File: config.mk
export PLATFORM = sky130hd
export DESIGN_NAME = edp_diag_reader_flat
export DESIGN_NICKNAME = d
export VERILOG_FILES = /design/src/rtl/edp_diag_reader_if.sv /design/src/rtl/edp_diag_reader.sv /design/src/flat_wrapper.sv
export SDC_FILE = /design/constraint.sdc
export NUM_CORES = 1
export LEC_CHECK = 0
export ABC_AREA = 1
export CAP_MARGIN = 20
export CORE_MARGIN = 2
export CORE_UTILIZATION = 60
export CTS_BUF_LIST = sky130_fd_sc_hd__clkbuf_8
export DETAILED_ROUTE_END_ITERATION = 8
export PLACE_DENSITY = 0.86
export SYNTH_ARGS = -nofsm -noshare
export SYNTH_HDL_FRONTEND = slang
export SYNTH_SLANG_ARGS = --single-unit
File: constraint.sdc
create_clock -name clk -period 7.7 [get_ports clk]
set_input_delay 1.155 -clock clk [delete_from_list [all_inputs] [get_ports clk]]
set_output_delay 1.155 -clock clk [all_outputs]
set_load 0.02 [all_outputs]
File: src/rtl/edp_diag_reader_if.sv
`default_nettype none
// ============================================================================
// Module      : edp_diag_reader_if
// Description : EBUS diagnostic handshake bundle between the diagnostic
//               reader (master) and the EBUS arbiter / EDP side (slave).
//               Bit numbering of ebusData is PDP-10 style: bit 0 = MSB.
// Revision    : 1.0 - initial release
// ============================================================================
interface edp_diag_reader_if;
    logic        ebusReq;
    logic        ebusGrant;
    logic        diagReadFunc12x;
    logic [2:0]  diagSel;
    logic [0:35] ebusData;
    logic        ebusParity;

    modport master (
        output ebusReq,
        output diagReadFunc12x,
        output diagSel,
        input  ebusGrant,
        input  ebusData,
        input  ebusParity
    );

    modport slave (
        input  ebusReq,
        input  diagReadFunc12x,
        input  diagSel,
        output ebusGrant,
        output ebusData,
        output ebusParity
    );
endinterface
`default_nettype wire

File: src/rtl/edp_diag_reader.sv
`default_nettype none
// ============================================================================
// Module      : edp_diag_reader
// Description : Console-side diagnostic EBUS reader. On one start pulse it
//               arbitrates for the EBUS, then steps DIAG read function 12x
//               through the selected codes (AR, BR, MQ, FM, BRX, ARX, ADX,
//               AD), letting the bus settle before capturing each 36-bit
//               word into an 8-entry buffer that the console reads back.
//               Optional feature macro: EDP_DIAG_PARITY_EN (odd-parity
//               checking of each captured word).
// Revision    : 1.0 - initial release
// ============================================================================
module edp_diag_reader #(
    parameter int SETTLE_CYCLES = 2,   // 1..15
    parameter int GRANT_TIMEOUT = 255  // 1..1023
) (
    input  wire          clk,
    input  wire          rst_n,
    input  wire          start,
    input  wire  [0:7]   regMask,
    edp_diag_reader_if.master ebus,
    output logic         busy,
    output logic         done,
    output logic         timeout,
    output logic [0:7]   validMask,
    input  wire  [2:0]   rdAddr,
    output logic [0:35]  rdData
`ifdef EDP_DIAG_PARITY_EN
    ,
    output logic         parityErr,
    output logic [0:7]   parityMask
`endif
);

    localparam logic [2:0] c_S_IDLE    = 3'd0;
    localparam logic [2:0] c_S_REQ     = 3'd1;
    localparam logic [2:0] c_S_DRIVE   = 3'd2;
    localparam logic [2:0] c_S_CAPTURE = 3'd3;
    localparam logic [2:0] c_S_FINISH  = 3'd4;

    localparam logic [3:0] c_SETTLE    = 4'(SETTLE_CYCLES);
    localparam logic [9:0] c_GRANT_TO  = 10'(GRANT_TIMEOUT);

    logic [2:0]  r_state;
    logic [0:7]  r_pending;
    logic [9:0]  r_gcnt;
    logic [3:0]  r_scnt;
    logic        r_ebus_req;
    logic        r_func;
    logic [2:0]  r_sel;
    logic        r_busy;
    logic        r_done;
    logic        r_timeout;
    logic [0:7]  r_valid;
    logic [0:35] r_buf [0:7];

    logic [0:7]  w_pend_after;
    logic [9:0]  w_gcnt_next;
    logic        w_cap_we;

    // Lowest-numbered set bit of a select mask (bit 0 = AR has priority).
    function automatic logic [2:0] f_lowest(input logic [0:7] m);
        logic [2:0] v;
        v = 3'd0;
        for (int k = 7; k >= 0; k--) begin
            if (m[k]) v = 3'(k);
        end
        return v;
    endfunction

    // Pending selects once the word currently on the bus has been captured.
    always_comb begin
        w_pend_after        = r_pending;
        w_pend_after[r_sel] = 1'b0;
    end

    assign w_gcnt_next = r_gcnt + 10'd1;
    assign w_cap_we    = (r_state == c_S_CAPTURE);

`ifdef EDP_DIAG_PARITY_EN
    logic       r_perr;
    logic [0:7] r_pmask;
    logic       w_par_bad;
    // Data plus parity bit must carry an odd number of ones.
    assign w_par_bad = ~(^{ebus.ebusData, ebus.ebusParity});
`else
    logic w_unused_parity;
    assign w_unused_parity = ebus.ebusParity;
`endif

    // Snapshot sequencer: arbitration, per-word settle/capture, completion.
    always_ff @(posedge clk) begin
        if (!rst_n) begin
            r_state    <= c_S_IDLE;
            r_pending  <= '0;
            r_gcnt     <= '0;
            r_scnt     <= '0;
            r_ebus_req <= 1'b0;
            r_func     <= 1'b0;
            r_sel      <= 3'd0;
            r_busy     <= 1'b0;
            r_done     <= 1'b0;
            r_timeout  <= 1'b0;
            r_valid    <= '0;
`ifdef EDP_DIAG_PARITY_EN
            r_perr     <= 1'b0;
            r_pmask    <= '0;
`endif
        end else begin
            r_done <= 1'b0;
            case (r_state)
                c_S_IDLE: begin
                    if (start) begin
                        r_valid   <= '0;
                        r_timeout <= 1'b0;
`ifdef EDP_DIAG_PARITY_EN
                        r_perr    <= 1'b0;
                        r_pmask   <= '0;
`endif
                        if (|regMask) begin
                            r_pending  <= regMask;
                            r_busy     <= 1'b1;
                            r_ebus_req <= 1'b1;
                            r_gcnt     <= '0;
                            r_state    <= c_S_REQ;
                        end else begin
                            // Empty mask: report completion without touching the bus.
                            r_done <= 1'b1;
                        end
                    end
                end

                c_S_REQ: begin
                    if (ebus.ebusGrant) begin
                        r_sel   <= f_lowest(r_pending);
                        r_scnt  <= c_SETTLE;
                        r_func  <= 1'b1;
                        r_state <= c_S_DRIVE;
                    end else if (w_gcnt_next == c_GRANT_TO) begin
                        r_timeout  <= 1'b1;
                        r_ebus_req <= 1'b0;
                        r_busy     <= 1'b0;
                        r_done     <= 1'b1;
                        r_state    <= c_S_FINISH;
                    end else begin
                        r_gcnt <= w_gcnt_next;
                    end
                end

                c_S_DRIVE: begin
                    if (r_scnt <= 4'd1) begin
                        r_state <= c_S_CAPTURE;
                    end else begin
                        r_scnt <= r_scnt - 4'd1;
                    end
                end

                c_S_CAPTURE: begin
                    r_valid[r_sel] <= 1'b1;
                    r_pending      <= w_pend_after;
`ifdef EDP_DIAG_PARITY_EN
                    if (w_par_bad) begin
                        r_pmask[r_sel] <= 1'b1;
                        r_perr         <= 1'b1;
                    end
`endif
                    if (|w_pend_after) begin
                        // Bus is kept: move straight on to the next select.
                        r_sel   <= f_lowest(w_pend_after);
                        r_scnt  <= c_SETTLE;
                        r_state <= c_S_DRIVE;
                    end else begin
                        r_func     <= 1'b0;
                        r_ebus_req <= 1'b0;
                        r_busy     <= 1'b0;
                        r_done     <= 1'b1;
                        r_state    <= c_S_FINISH;
                    end
                end

                c_S_FINISH: begin
                    r_state <= c_S_IDLE;
                end

                default: begin
                    r_state <= c_S_IDLE;
                end
            endcase
        end
    end

    // Snapshot buffer; contents are only meaningful where validMask is set.
    always_ff @(posedge clk) begin
        if (w_cap_we) begin
            r_buf[r_sel] <= ebus.ebusData;
        end
    end

    assign ebus.ebusReq         = r_ebus_req;
    assign ebus.diagReadFunc12x = r_func;
    assign ebus.diagSel         = r_sel;
    assign busy                 = r_busy;
    assign done                 = r_done;
    assign timeout              = r_timeout;
    assign validMask            = r_valid;
    assign rdData               = r_buf[rdAddr];
`ifdef EDP_DIAG_PARITY_EN
    assign parityErr            = r_perr;
    assign parityMask           = r_pmask;
`endif

endmodule
`default_nettype wire

File: src/flat_wrapper.sv
// flat-port wrapper written by rule: the top's interface ports become plain ports
module edp_diag_reader_flat 
#(
    parameter int SETTLE_CYCLES = 2,           
    parameter int GRANT_TIMEOUT = 255            
)
  (clk, rst_n, start, regMask, busy, done, timeout, validMask, rdAddr, rdData, ebus_ebusReq, ebus_diagReadFunc12x, ebus_diagSel, ebus_ebusGrant, ebus_ebusData, ebus_ebusParity);
  edp_diag_reader_if ebus_i ();
  input  wire clk;
  input  wire rst_n;
  input  wire start;
  input  wire  [0:7] regMask;
  output logic busy;
  output logic done;
  output logic timeout;
  output logic [0:7] validMask;
  input  wire  [2:0] rdAddr;
  output logic [0:35] rdData;
  output wire logic [$bits(ebus_i.ebusReq)-1:0] ebus_ebusReq;
  output wire logic [$bits(ebus_i.diagReadFunc12x)-1:0] ebus_diagReadFunc12x;
  output wire logic [$bits(ebus_i.diagSel)-1:0] ebus_diagSel;
  input wire logic [$bits(ebus_i.ebusGrant)-1:0] ebus_ebusGrant;
  input wire logic [$bits(ebus_i.ebusData)-1:0] ebus_ebusData;
  input wire logic [$bits(ebus_i.ebusParity)-1:0] ebus_ebusParity;
  assign ebus_ebusReq = ebus_i.ebusReq;
  assign ebus_diagReadFunc12x = ebus_i.diagReadFunc12x;
  assign ebus_diagSel = ebus_i.diagSel;
  assign ebus_i.ebusGrant = ebus_ebusGrant;
  assign ebus_i.ebusData = ebus_ebusData;
  assign ebus_i.ebusParity = ebus_ebusParity;
  edp_diag_reader #(.SETTLE_CYCLES(SETTLE_CYCLES), .GRANT_TIMEOUT(GRANT_TIMEOUT)) u_core (.clk(clk), .rst_n(rst_n), .start(start), .regMask(regMask), .ebus(ebus_i), .busy(busy), .done(done), .timeout(timeout), .validMask(validMask), .rdAddr(rdAddr), .rdData(rdData));
endmodule
== After elaboration in Yosys (flattened, before gate mapping) ==
Memories as Yosys holds them, arrays and structs flattened.
Index checks and enable logic that the tools add are counted.
Word-level totals
  bits in registers: 40
  memories: 1
  RAM bits: 288
  word-level logic and storage cells: 115
  input bits: 52
  output and inout port bits: 52
Memories
  u_core.r_buf: depth 8, bits a word 36, read ports 1, clocked after memory_dff 0, wr ports 1, RTL line edp_diag_reader.sv:55  | logic [0:35] r_buf [0:7];
Cells by class
  $lt $le $gt $ge: 3
  add/subtract/negate cells: 2
  reductions and logical operators: 18
  multiplexer cells: 62
  bitwise operators: 4
  equal/unequal tests: 15
Operator list (number)
  3-bit 2-to-1 mux: 24
  10-bit 2-to-1 mux: 4
  8-bit case mux with 2 select lines: 2
  8-bit 2-to-1 mux: 3
  10-bit case mux with 2 select lines: 1
  1-bit 2-to-1 mux: 17
  8-bit OR reduction: 2
  2-bit != test, second input constant: 7
  4-bit 2-to-1 mux: 3
  3-bit case mux with 4 select lines: 1
  4-bit case mux with 3 select lines: 1
  4-bit AND reduction: 3
  10-bit by 1-bit adder with 10-bit output, second input constant: 1
  10-bit by 8-bit equality test with 1-bit output, second input constant: 1
  3-bit AND reduction: 3
  8-bit bitwise AND: 1
  8-bit inverter: 1
  8-bit bitwise OR: 1
  3-bit by 2-bit equality test with 1-bit output, second input constant: 2
  2-bit by 1-bit != test with 1-bit output, second input constant: 3
  1-bit case mux with 3 select lines: 2
  3-bit case mux with 2 select lines: 1
  6-bit AND reduction: 1
  2-bit nonzero test: 3
  other kinds (14): 16

== Depth between registers and ports, before layout ==
  depth in word-level cells: 17
  mapped depth: 14
  depth with buffers taken out: 14

== Least setup slack after synthesis ==
No wires, ideal clock.
  path type: input -> output
  from: input port rdAddr[0]
  to: output port rdData[10] in the netlist's numbering
  slack: 4.042 ns
  buffers on the path: 3
  arrival: 2.503 ns
  cell stages on the path: 8
  required time: 6.545 ns
  cells stage by stage: buf_2 > inv_2 > buf_2 > clkbuf_1 > nor2_1 > o22ai_1 > nor2_1 > a31oi_1
Between the ends
  longest elaborated chain between the ends: 1
RTL lines
  start: declaration: RTL line flat_wrapper.sv:17  | input wire [2:0] rdAddr;
  memory read 8 x 36 bit
  end: declaration: RTL line flat_wrapper.sv:18  | output logic [0:35] rdData;
No other way between the ends.

== Final worst setup path ==
  from: input port rdAddr[0]
  to: output port rdData[9] in the netlist's numbering
The elaborated chain is that of the path after synthesis.

==> summary.md <==
| Metric | Value |
|---|---|
| Status | completed |
| Worst Setup Start Kind | input pin |
| Clock skew | 0.0220 ns |
| Design area | 15600 um2 |
| Drt first pass iters | 5 |
| Tot GR Track Use | 23.1% |
| DRT iter0 DRCs | 737 |
| Pin count of the biggest net entering global routing | 85 |
| Utilization after layout | 71.4% |
| Yosys reg bits | 328 |
| Hold_ws | 0.458 ns |
| Slew Limit Fails | 0 |
| DIE HEIGHT | 154 um |
| Clock slew seen by the registers of the worst setup and hold paths | 0.06 ns |
| DP Area | 14700 um2 |
| Dpl cells | 1529 |
| I/O Buffers | 102 |
| Non-Filler Instances | 1619 |
| Initial antenna violation count | 2 |
| Post-CTS Setup Bufs | 0 |
| Routed vias/inst | 5.73 |
| CP endpoint kind | primary output |
| CTS H-tree lvls | 2 |
| CTS Buf Count | 49 |
| Vias in the first global route | 8954 |
| RSZ-0062 raised after global routing | no |
| Syn avg cell area | 11.2 um2 |
| Seq/Total Area, Yosys | 70.5% |
| FF-to-FF Start | u_core.r_state[2] |
| Total Power | 3.74 mW |
| CTS max path bufs | 3 |
| Final min period | 5.22 ns |
| Critical Path RT | 6.55 ns |
| Final WL | 27.6 mm |
| Via count | 9282 |
| Worst setup startpoint | rdAddr[0] |
| Critical-path cell list | buf_4, clkinv_2, buf_12, o21ai_0, o22ai_1, nor2_1, a31oi_1, clkdlybuf4s50_1 |
| CP Data Arrival Time | 4.06 ns |
| CTS tree | built |
| Post-Place Setup Slack | 2.50 ns |
| Post_cts resized | 0 |
| Yosys Warn Count | 0 |
| Num rows | 54 |
| DRC Markers | 0 |
| Syn nets | 1252 |
| I/O pin total | 104 |
| CP max-delay cell | clkinv_2 |
| Root buffer cell | clkbuf_8 |
| Crit-path max FO | 84 |
| Post-DP HPWL | 14.7 mm |
| Netlist cell types | 35 |
| Worst-Skew Late Latency | 0.56 ns |
| Final GP Congestion | 0.872 |
| Fin Setup TNS | 0 ns |
| Cell Pwr Density | 240 nW/um2 |
| Hold Fails Final Rpt | 0 |
| Post-Syn Instances | 1196 |
| Area delta synth->final | 16.5% |
| Share of flip-flops with an asynchronous set or reset | 0% |
| NumNets Final | 1356 |
| Share of layout cells above drive strength 1 | 9.12% |
| Setup Viol. Count Final | 0 |
| Maximum VDD drop | 0.151 mV |
| Wire per inst | 17.0 um |
| TritonCTS Sinks | 328 |
| Fmax | 192 MHz |
| Final setup margin | 2.48 ns |
| ANT nets after route | 0 |
| Max-cap viol count | 0 |
| Actual slew at the worst max-slew pin | 0.922 ns |
| Core Area | 21900 um2 |
| Post-synth EDFFs | 288 |
| Starting Density | 61.3% |
| Period utilisation layout | 67.8% |
| Leak Pwr | 5.34 nW |
| Hold Path Class | reg -> reg |
| Netlist Area Pre-Place | 13400 um2 |
| Cts hold-fix bufs | 0 |
| Die area | 23600 um2 |
| First-pass GRT wire length | 43.6 mm |
| Total gr overflow | 0 |
| Die Span X | 154 um |
| Worst Hold Launch | u_core.timeout |
| Primary FF master, synth | edfxtp_1 |
| Crit-path max cell delay | 0.78 ns |
| Max transition margin | 38.4% |
| Kind of critical path | in -> out |
-- report_power, final --
part / switching, mW / internal, mW
clock: 0.633 / 0.693
combinational: 0.263 / 0.159
sequential: 0.0301 / 1.97
-- metal layers --
layer	up-vias	wire length (um)	GRT usage (%)
li1	4450	-	-
met1	4419	11100	30.0
met2	373	13700	39.0
met3	40	2320	5.02
met4	0	413	7.69
met5	-	0	0
-- worst paths after layout --
| check | cells past startpoint | slack [ns] | to |
|---|---|---|---|
| setup / recovery | 8 | 2.48 | rdData[9] |
| hold reg to reg | 2 | 0.46 | u_core.timeout |
| setup reg to reg | 6 | 5.20 | u_core.r_buf[2][31] |
| hold / removal | 2 | 0.46 | u_core.timeout |
-- synth_stat cells, types with 2 or more instances --
cell | n | area, um2
clkbuf_1 | 45 | 169
a31oi_1 | 38 | 238
o21ai_0 | 153 | 766
nand4_1 | 3 | 18.8
xor2_1 | 2 | 17.5
buf_1 | 7 | 26.3
o21ai_1 | 6 | 30.0
inv_2 | 9 | 33.8
nor3_1 | 5 | 25.0
o22ai_1 | 38 | 238
buf_2 | 8 | 40.0
nand3b_1 | 2 | 15.0
ha_1 | 4 | 50.1
or2_2 | 3 | 18.8
nand3_1 | 32 | 160
nor2_2 | 2 | 12.5
inv_1 | 34 | 128
a211oi_1 | 6 | 45.0
nand2_1 | 93 | 349
nand2_2 | 6 | 37.5
o211ai_1 | 3 | 22.5
dfxtp_1 | 40 | 801
edfxtp_1 | 288 | 8650
nor2_1 | 333 | 1250
nand3_2 | 5 | 50.1
a21oi_1 | 19 | 95.1
nor2_4 | 4 | 45.0
-- cell usage in the layout, fill, tap and decap left out, drive strengths merged, types with 40 or more instances in the layout --
cell type,netlist,routed
nor2,339,339
clkbuf,45,52
dfxtp,40,40
inv,43,54
clkdlybuf4s50,0,100
nand2,99,99
o21ai,159,159
edfxtp,288,288
-- layout make-up --
class	count	area [um2]
antenna	2	5.00
clock buffer	52	716
clock inverter	36	211
fill	1419	6270
inverter	44	166
multi-input combinational	762	3600
sequential	328	9450
tap	280	350
timing repair buffer	115	1120
-- kinds of logic (layout without fill, tap and decap cells) --
family	Yosys count	after routing	synth area share (%)
adder cells (fa/ha/maj)	4	4	0.373
AND/OR/NAND/NOR	490	490	15.0
AO/OA/AOI/OAI	265	265	10.9
flip-flops	328	328	70.5
buffers and inverters	106	247	3.13
XOR/XNOR	3	3	0.196
other	0	2	0
-- sequential cells by signal, indices dropped and copies added, names as in the netlist --
register / cells
u_core.r_buf: 288
u_core.done: 1
u_core.r_gcnt: 10
u_core.r_pending: 8
u_core.validMask: 8
u_core.timeout: 1
u_core.r_state: 3
u_core.ebus.diagReadFunc12x: 1
u_core.ebus.ebusReq: 1
u_core.r_scnt: 4
u_core.ebus.diagSel: 3
-- worst max-delay path, delay by kind of cell --
family,cells,cell delay (ns)
AOI/OAI and AO/OA,3,0.36
buffers and inverters,4,2.39
and+or+nand+nor,1,0.11
Power figures use the tool's default switching activity.
